### src/rtl/timer_defs_pkg.sv
// Shared constants for the countdown timer: state encodings, BCD digit limits
// and the bcd_time field layout.
package timer_defs_pkg;

  localparam int unsigned DIGIT_W   = 4;
  localparam int unsigned TIME_W    = 16;
  localparam int unsigned CNT_W     = 8;
  localparam int unsigned DIGIT_MAX = 9;
  localparam int unsigned S1_MAX    = 5;

  localparam int unsigned S0_LSB = 0;
  localparam int unsigned S1_LSB = 4;
  localparam int unsigned M0_LSB = 8;
  localparam int unsigned M1_LSB = 12;

  typedef enum logic [1:0] {
    ST_IDLE  = 2'd0,
    ST_RUN   = 2'd1,
    ST_PAUSE = 2'd2,
    ST_ALARM = 2'd3
  } state_e;

  // Field order matches bcd_time: M1 in the top nibble down to S0.
  typedef struct packed {
    logic [DIGIT_W-1:0] m1;
    logic [DIGIT_W-1:0] m0;
    logic [DIGIT_W-1:0] s1;
    logic [DIGIT_W-1:0] s0;
  } mmss_t;

endpackage

### src/rtl/bcd_mmss_step.sv
// Combinational MM:SS BCD arithmetic: minute/second increment with wrap,
// one-second decrement with borrow (saturating at 00:00), and a zero flag.
module bcd_mmss_step
  import timer_defs_pkg::*;
#(
  parameter int unsigned MAX_MIN = 99
) (
  input  mmss_t cur,
  input  logic  inc_min,
  input  logic  inc_sec,
  input  logic  dec,
  output mmss_t nxt,
  output logic  zero
);

  localparam logic [DIGIT_W-1:0] MAX_M1 = DIGIT_W'(MAX_MIN / 10);
  localparam logic [DIGIT_W-1:0] MAX_M0 = DIGIT_W'(MAX_MIN % 10);
  localparam logic [DIGIT_W-1:0] D_TOP  = DIGIT_W'(DIGIT_MAX);
  localparam logic [DIGIT_W-1:0] S1_TOP = DIGIT_W'(S1_MAX);
  localparam logic [DIGIT_W-1:0] ONE    = DIGIT_W'(1);

  always_comb begin
    nxt = cur;
    if (inc_min && inc_sec) begin
      nxt = '0;
    end else begin
      if (inc_min) begin
        if (cur.m1 == MAX_M1 && cur.m0 == MAX_M0) begin
          nxt.m1 = '0;
          nxt.m0 = '0;
        end else if (cur.m0 == D_TOP) begin
          nxt.m0 = '0;
          nxt.m1 = cur.m1 + ONE;
        end else begin
          nxt.m0 = cur.m0 + ONE;
        end
      end
      // Seconds wrap 59 -> 00 without touching minutes.
      if (inc_sec) begin
        if (cur.s1 == S1_TOP && cur.s0 == D_TOP) begin
          nxt.s1 = '0;
          nxt.s0 = '0;
        end else if (cur.s0 == D_TOP) begin
          nxt.s0 = '0;
          nxt.s1 = cur.s1 + ONE;
        end else begin
          nxt.s0 = cur.s0 + ONE;
        end
      end
      if (dec && cur != '0) begin
        if (cur.s0 != '0) begin
          nxt.s0 = cur.s0 - ONE;
        end else begin
          nxt.s0 = D_TOP;
          if (cur.s1 != '0) begin
            nxt.s1 = cur.s1 - ONE;
          end else begin
            nxt.s1 = S1_TOP;
            if (cur.m0 != '0) begin
              nxt.m0 = cur.m0 - ONE;
            end else begin
              nxt.m0 = D_TOP;
              nxt.m1 = cur.m1 - ONE;
            end
          end
        end
      end
    end
  end

  assign zero = (nxt == '0);

endmodule

### src/rtl/timer_controller.sv
// Kitchen-style countdown timer: button-set MM:SS, run/pause on start,
// alarm for ALARM_LEN seconds once the count reaches 00:00.
module timer_controller
  import timer_defs_pkg::*;
#(
  parameter int unsigned ALARM_LEN = 10,
  parameter int unsigned MAX_MIN   = 99
) (
  input  logic              clk,
  input  logic              reset,
  input  logic              tick_1hz,
  input  logic              btn_min,
  input  logic              btn_sec,
  input  logic              btn_start,
  output logic [TIME_W-1:0] bcd_time,
  output logic              alarm,
  output logic              running,
  output logic [1:0]        state_o
);

  localparam logic [CNT_W-1:0] CNT_LAST = CNT_W'(ALARM_LEN - 1);
  localparam logic [CNT_W-1:0] CNT_ONE  = CNT_W'(1);

  state_e           state_q;
  mmss_t            time_q;
  mmss_t            time_nxt;
  logic             time_zero;
  logic             cur_zero;
  logic             btn_any;
  logic             step_inc_min;
  logic             step_inc_sec;
  logic             step_dec;
  logic [CNT_W-1:0] alarm_cnt;
  logic             alarm_q;
  logic             running_q;

  // Edits only apply in IDLE; ticks only count down in RUN.
  assign step_inc_min = (state_q == ST_IDLE) && btn_min;
  assign step_inc_sec = (state_q == ST_IDLE) && btn_sec;
  assign step_dec     = (state_q == ST_RUN) && tick_1hz;
  assign cur_zero     = (time_q == '0);
  assign btn_any      = btn_min || btn_sec || btn_start;

  bcd_mmss_step #(
    .MAX_MIN (MAX_MIN)
  ) u_step (
    .cur     (time_q),
    .inc_min (step_inc_min),
    .inc_sec (step_inc_sec),
    .dec     (step_dec),
    .nxt     (time_nxt),
    .zero    (time_zero)
  );

  always_ff @(posedge clk or posedge reset) begin
    if (reset) begin
      state_q   <= ST_IDLE;
      time_q    <= '0;
      alarm_cnt <= '0;
      alarm_q   <= 1'b0;
      running_q <= 1'b0;
    end else begin
      case (state_q)
        ST_IDLE: begin
          time_q <= time_nxt;
          // A start that lands together with a clear must not launch a zero run.
          if (btn_start && !cur_zero && !time_zero) begin
            state_q   <= ST_RUN;
            running_q <= 1'b1;
          end
        end
        ST_RUN: begin
          time_q <= time_nxt;
          if (tick_1hz && time_zero) begin
            state_q   <= ST_ALARM;
            running_q <= 1'b0;
            alarm_q   <= 1'b1;
            alarm_cnt <= '0;
          end else if (btn_start) begin
            state_q   <= ST_PAUSE;
            running_q <= 1'b0;
          end
        end
        ST_PAUSE: begin
          if (btn_min && btn_sec) begin
            time_q  <= '0;
            state_q <= ST_IDLE;
          end else if (btn_start) begin
            state_q   <= ST_RUN;
            running_q <= 1'b1;
          end
        end
        ST_ALARM: begin
          time_q <= '0;
          if (btn_any) begin
            state_q   <= ST_IDLE;
            alarm_q   <= 1'b0;
            alarm_cnt <= '0;
          end else if (tick_1hz) begin
            if (alarm_cnt == CNT_LAST) begin
              state_q   <= ST_IDLE;
              alarm_q   <= 1'b0;
              alarm_cnt <= '0;
            end else begin
              alarm_cnt <= alarm_cnt + CNT_ONE;
            end
          end
        end
        default: begin
          state_q <= ST_IDLE;
        end
      endcase
    end
  end

  assign bcd_time[M1_LSB +: DIGIT_W] = time_q.m1;
  assign bcd_time[M0_LSB +: DIGIT_W] = time_q.m0;
  assign bcd_time[S1_LSB +: DIGIT_W] = time_q.s1;
  assign bcd_time[S0_LSB +: DIGIT_W] = time_q.s0;
  assign alarm                       = alarm_q;
  assign running                     = running_q;
  assign state_o                     = state_q;

endmodule
### config.mk
export PLATFORM = sky130hd
export DESIGN_NAME = timer_controller
export DESIGN_NICKNAME = d
export VERILOG_FILES = /design/src/rtl/timer_defs_pkg.sv /design/src/rtl/bcd_mmss_step.sv /design/src/rtl/timer_controller.sv
export SDC_FILE = /design/constraint.sdc
export NUM_CORES = 1
export LEC_CHECK = 0
export CAP_MARGIN = 40
export CORE_AREA = 2 2 78 80
export DETAILED_ROUTE_END_ITERATION = 12
export DIE_AREA = 0 0 80 82
export PLACE_DENSITY_LB_ADDON = 0.12
export SLEW_MARGIN = 20
export SYNTH_ARGS = -nofsm -noshare
export SYNTH_HDL_FRONTEND = slang
export SYNTH_HIERARCHICAL = 1
export SYNTH_SLANG_ARGS = --single-unit
### constraint.sdc
create_clock -name clk -period 3.9 [get_ports clk]
set_input_delay 0.78 -clock clk [delete_from_list [all_inputs] [get_ports clk]]
set_output_delay 0.78 -clock clk [all_outputs]
set_load 0.005 [all_outputs]
* Word level (Yosys, flattened, before mapping)
Cells that the tools add are included.
** Storage, ports and cells
- Logic and storage cells :: 106
- Output and inout bits :: 20
- Flip-flop bits (word level) :: 28
** Operators by class
- Reduce and logical (&&, ||, !) cells :: 29
- Muxes and demuxes :: 43
- Add/subtract/negate cells :: 9
- Equal/unequal tests :: 17
** Operator list (number)
- 2-to-1 mux 8 bit :: 9
- 2-to-1 mux 16 bit :: 3
- case mux 16 bit (3 select lines) :: 1
- zero test 16 bit :: 2
- 2-to-1 mux 4 bit :: 8
- adder 4 x 1 -> 4 bit, second input constant :: 4
- 2-to-1 mux 2 bit :: 8
- case mux 8 bit (2 select lines) :: 1
- nonzero test 16 bit :: 1
- subtractor 4 x 1 -> 4 bit, second input constant :: 4
- equality test 4 bit, second input constant :: 3
- 2-to-1 mux 12 bit :: 1
- nonzero test 4 bit :: 3
- logical AND 1 bit :: 11
- AND reduction 5 bit :: 2
- 2-to-1 mux 1 bit :: 9
- inequality test 3 bit, second input constant :: 3
- adder 8 x 1 -> 8 bit, second input constant :: 1
- equality test 8 x 4 -> 1 bit, second input constant :: 1
- case mux 2 bit (4 select lines) :: 1
- inequality test 2 bit, second input constant :: 3
- equality test 2 bit, second input constant :: 2
- equality test 4 x 3 -> 1 bit, second input constant :: 1
- inequality test 2 x 1 -> 1 bit, second input constant :: 2
- other kinds (12) :: 14

* Longest topological paths before layout
- Depth after elaboration :: 14
- Mapped depth :: 16

* By module
The synthesis kept the hierarchy.
** By module, submodules not included
- timer_controller :: sequential area each 700.7 um2, times used 1, area an instance 1345.0 um2, cells each 122
- bcd_mmss_step :: sequential area each 0.0 um2, times used 1, area an instance 1151.1 um2, cells each 165

* Worst setup path after synthesis
OpenSTA, ideal clock, no wires.
- Path type :: reg-to-reg
- Start point :: register state_q[1], in the netlist state_o[1]
- End point :: register alarm_cnt[7]
- Arrival :: 3.917 ns
- Data required time :: 3.823 ns
- Buffers on the path :: 3
- Stages on the path, launching flop included :: 16
- Library setup time :: 0.077 ns
- Slack :: -0.095 ns
- Cell sequence :: dfrtp_1 buf_2 inv_1 clkbuf_1 and3_1 buf_2 and4b_1 o21ai_0 a211o_1 a221o_1 or4b_4 nor4_2 a21o_4 o211ai_2 or4_1 a21oi_1
** On the way
- Elaborated cells between the ends (all ways) :: 22
** RTL lines
- from (decl) :: RTL line timer_controller.sv:24 : state_e state_q;
- from (signal assigned) :: RTL line timer_controller.sv:57 : state_q <= ST_IDLE;
- from (signal assigned) :: RTL line timer_controller.sv:68 : state_q <= ST_RUN;
- from (signal assigned) :: RTL line timer_controller.sv:75 : state_q <= ST_ALARM;
- zero test 2 bit (*) :: RTL line timer_controller.sv:39 : assign step_inc_sec = (state_q == ST_IDLE) && btn_sec;
- logical AND 1 bit (*) :: RTL line timer_controller.sv:39
- net step_inc_sec :: RTL line timer_controller.sv:31 : logic step_inc_sec;
- 2-to-1 mux 8 bit :: RTL line bcd_mmss_step.sv:39 : if (inc_sec) begin
- 2-to-1 mux 12 bit :: RTL line bcd_mmss_step.sv:51 : if (cur.s0 != '0) begin
- 2-to-1 mux 16 bit :: RTL line bcd_mmss_step.sv:50 : if (dec && cur != '0) begin
- 2-to-1 mux 16 bit (*) :: RTL line bcd_mmss_step.sv:24 : if (inc_min && inc_sec) begin
- zero test 16 bit (*) :: RTL line bcd_mmss_step.sv:71 : assign zero = (nxt == '0);
- net time_zero :: RTL line timer_controller.sv:27 : logic time_zero;
- logical AND 1 bit (*) :: RTL line timer_controller.sv:74 : if (tick_1hz && time_zero) begin
- inequality test 2 x 1 -> 1 bit (no source line) (*)
- AND reduction 3 bit (no source line) (*)
- to (signal assigned) :: RTL line timer_controller.sv:105 : alarm_cnt <= alarm_cnt + CNT_ONE;
- to (decl) :: RTL line timer_controller.sv:33 : logic [CNT_W-1:0] alarm_cnt;
Mark *: on every way through the listed nets, which the timed path passes. The rest lies on a longest branch.
A chain may end at the register's enable or synchronous reset.

==> impl_metrics.env <==
export IMPL_cts_inserted_buffers=3
export IMPL_yosys_register_bits=28
export IMPL_avgSynthCellArea_um2=8.697
export IMPL_ctsHtreeMaxLevel=1
export IMPL_grt_start_max_net_pins=29
export IMPL_globalRouteTotalUtil_pct=24.30
export IMPL_placement_io_buffers=25
export IMPL_synth_area_mm2=0.002496
export IMPL_fmax_mhz=269.6
export IMPL_critical_path_startpoint_type="flip-flop"
export IMPL_finalSetupViolCount=0
export IMPL_finalCritPeriodShare_pct=95.11
export IMPL_clock_insertion_delay_worst_skew_ns=0.29
export IMPL_synthArstFlopShare_pct=100.0
export IMPL_critical_path_slowest_cell="or4b_4"
export IMPL_final_min_clock_period_ns=3.709
export IMPL_place_hpwl_um=5433
export IMPL_routabilityCongestion=0.9024
export IMPL_timing_max_slew_rel_slack_pct=51.72
export IMPL_diodes_inserted=0
export IMPL_route_detailed_vias_per_inst=5.971
export IMPL_synth_top_cells_by_area="dfrtp_1, ha_1, a22o_1"
export IMPL_critPathArrivalTime_ns=3.94
export IMPL_worst_slack_ns=0.1907
export IMPL_fin_cells=442
export IMPL_yosysUniqueCellTypes=63
export IMPL_dp_slack_ns=-0.4396
export IMPL_hold_ws_ns=0.5233
export IMPL_finClkSkew_ns=0.0009715
export IMPL_detailed_routing_iteration_count_for_the_pre_antenna_repair_pass=5
export IMPL_synth_top_area_share_pct=28.07
export IMPL_total_power_divided_by_cell_area_mw_per_mm2=736.2
export IMPL_outcome="complete, no violations"
export IMPL_area_growth_pct=36.84
export IMPL_setup_worst_path_end_class="flip-flop"
export IMPL_cts_tree="built"
export IMPL_finalNetCount=389
export IMPL_drt_iter0_markers=209
export IMPL_cap_violations=0
export IMPL_grt_first_pass_wirelength_um=12480
export IMPL_nFillCells=530
export IMPL_die_height_um=82
export IMPL_final_util_pct=59.45
export IMPL_crit_required_ns=4.13
export IMPL_holdCritPathClass="flip-flop to flip-flop"
export IMPL_cts_root_buffer="clkbuf_8"
export IMPL_first_global_vias=2476
export IMPL_layout_drive_gt1_share_pct=28.07
export IMPL_netlist_top_cell_by_area="dfrtp_1"
export IMPL_grt_setup_unrepaired="false"
export IMPL_cts_buffer_depth=2
export IMPL_finalHoldViolations=0
export IMPL_pin_count=26
export IMPL_routed_via_count=2639
export IMPL_critical_path_max_stage_delay_ns=0.53
export IMPL_core_area_mm2=0.005746
export IMPL_drt_total_wl_um=7481
export IMPL_total_leakage_power_nw=1.485
export IMPL_cp_cell_sequence="inv_1 -> ha_2 -> or3b_4 -> o31ai_4 -> a31oi_1 -> a221o_1 -> or4b_4 -> nor4_4 -> a21o_4 -> o211ai_4 -> or4_1 -> a21oi_1"
export IMPL_start_util_pct=43.45
export IMPL_timing_max_transition_violations_final=0
export IMPL_setup_tns_ns=0
export IMPL_syn_num_nets=308
export IMPL_worst_path_fanout_max=10
export IMPL_cts_sinks=28
export IMPL_ctsHoldBuffers=0
export IMPL_worstSetupPathType="flip-flop to flip-flop"
export IMPL_drt_drc_violations_left=0
export IMPL_tightestPinTransition_ns=0.7242
export IMPL_layout_cell_area_non_filler_mm2=0.003416
export IMPL_p_total_mw=2.515
export IMPL_path_clk_slew_ns=0.12
export IMPL_grt_total_ovfl=0
export IMPL_synth_edf_count=0
export IMPL_peakVddDrop_mv=0.3054
export IMPL_postSynth_topFlopCell="dfrtp_1"
export IMPL_die_w_um=80
export IMPL_synthesis_instances=287
export IMPL_number_of_warning_messages_in_the_yosys_log=6
export IMPL_grt_antenna_before_repair=0
export IMPL_floorplan_rows=28
export IMPL_synth_yosys_seq_area_share_pct=28.07
export IMPL_place_area_mm2=0.003267
export IMPL_cell_count_after_placement=436
export IMPL_drtAntennaViolNets=0
export IMPL_design_die_area_mm2=0.006560
export IMPL_wl_per_cell_um=16.93
metal layers:
metal	vias to the layer above	wire, µm	GRT usage, %
li1	1276	-	-
met4	0	93	6.271
met2	98	3482	40.08
met5	-	0	0
met1	1257	3501	33.78
met3	8	404	2.967
cell usage in the layout, fill, tap and decap left out, drive strengths merged, types with 5 or more instances in the layout:
| cell | n |
|---|---|
| nand4 | 7 |
| or3 | 6 |
| nor3 | 6 |
| o21ai | 19 |
| a21oi | 20 |
| buf | 67 |
| nand2 | 19 |
| nor3b | 5 |
| and4b | 5 |
| o31ai | 6 |
| nor4 | 9 |
| a211oi | 10 |
| clkdlybuf4s50 | 22 |
| nand3 | 8 |
| and2 | 5 |
| dfrtp | 28 |
| ha | 15 |
| inv | 19 |
| and3 | 5 |
| nor2 | 9 |
| o211ai | 6 |
| a22o | 16 |
cell usage after synthesis (4+ instances only):
| master | number |
|---|---|
| nor2_1 | 8 |
| or3_2 | 5 |
| and3_1 | 4 |
| dfrtp_1 | 28 |
| o31ai_1 | 6 |
| nor3b_1 | 4 |
| a211oi_1 | 9 |
| and2_1 | 4 |
| nor4_1 | 8 |
| nand4_1 | 7 |
| inv_1 | 19 |
| nor3_1 | 6 |
| ha_1 | 15 |
| o211ai_1 | 4 |
| nand3_1 | 8 |
| a22o_1 | 16 |
| nand2_1 | 19 |
| a21oi_1 | 20 |
| clkbuf_1 | 7 |
| o21ai_0 | 19 |
| buf_2 | 8 |
cell families after synthesis:
logic type	Yosys count	synth area share, %
AOI/OAI and AO/OA	100	29.22
and+or+nand+nor	100	25.92
buffers and inverters	35	5.664
DFF	28	28.07
adders and majority gates	15	7.519
muxes	6	2.556
xor gates and xnor gates	3	1.053
where the power goes:
group / switching (mW) / internal, mW / leakage [nW]
Sequential: 0.0811 / 0.374 / 0.375
Combinational: 0.900 / 0.907 / 1.07
Clock: 0.114 / 0.138 / 0.0357
state kept, by name, indices dropped and copies added (netlist names):
register / cells
state_o: 2
running: 1
alarm_cnt: 8
bcd_time: 16
alarm: 1
final cells by class:
cell class	instances	area [µm²]	area share [%]
Multi-Input combinational cell	224	1722	50.40
Sequential cell	28	700.7	20.51
Clock inverter	1	30.03	0.8791
Timing Repair Buffer	92	757.0	22.16
Inverter	19	71.32	2.088
Clock buffer	3	41.29	1.209
Tap cell	75	93.84	2.747
path summary, 6_finish.rpt:
kind                                                  to  cells past startpoint                    start  slack [ns]
worst max-delay path            alarm_cnt[7]$_DFFE_PP0P_                     12  bcd_time[4]$_DFFE_PP0N_        0.19
worst min-delay path                   alarm$_DFFE_PP0P_                      2        alarm$_DFFE_PP0P_        0.52
worst max register to register  alarm_cnt[7]$_DFFE_PP0P_                     12  bcd_time[4]$_DFFE_PP0N_        0.19
worst min register to register         alarm$_DFFE_PP0P_                      2        alarm$_DFFE_PP0P_        0.52
max in group asynchronous       bcd_time[10]$_DFFE_PP0N_                      3                    reset        2.76
min in group asynchronous       bcd_time[13]$_DFFE_PP0N_                      3                    reset        0.85
critical path, delay by kind of cell (launching register included):
family          cells  cell delay (ns)
compound gates      6             1.16
simple gates        4             1.74
buf+inv             1             0.11
fa+ha+maj           1             0.23
flops               1             0.39
what timing repair did:
action,CTS,global route
endpoints found under the hold margin,0,0
gates resized for setup,7,9
pin swaps,3,2
endpoints found under the setup margin,5,6
setup buffers,0,2
Note: power is estimated with default switching activity, not from simulation.
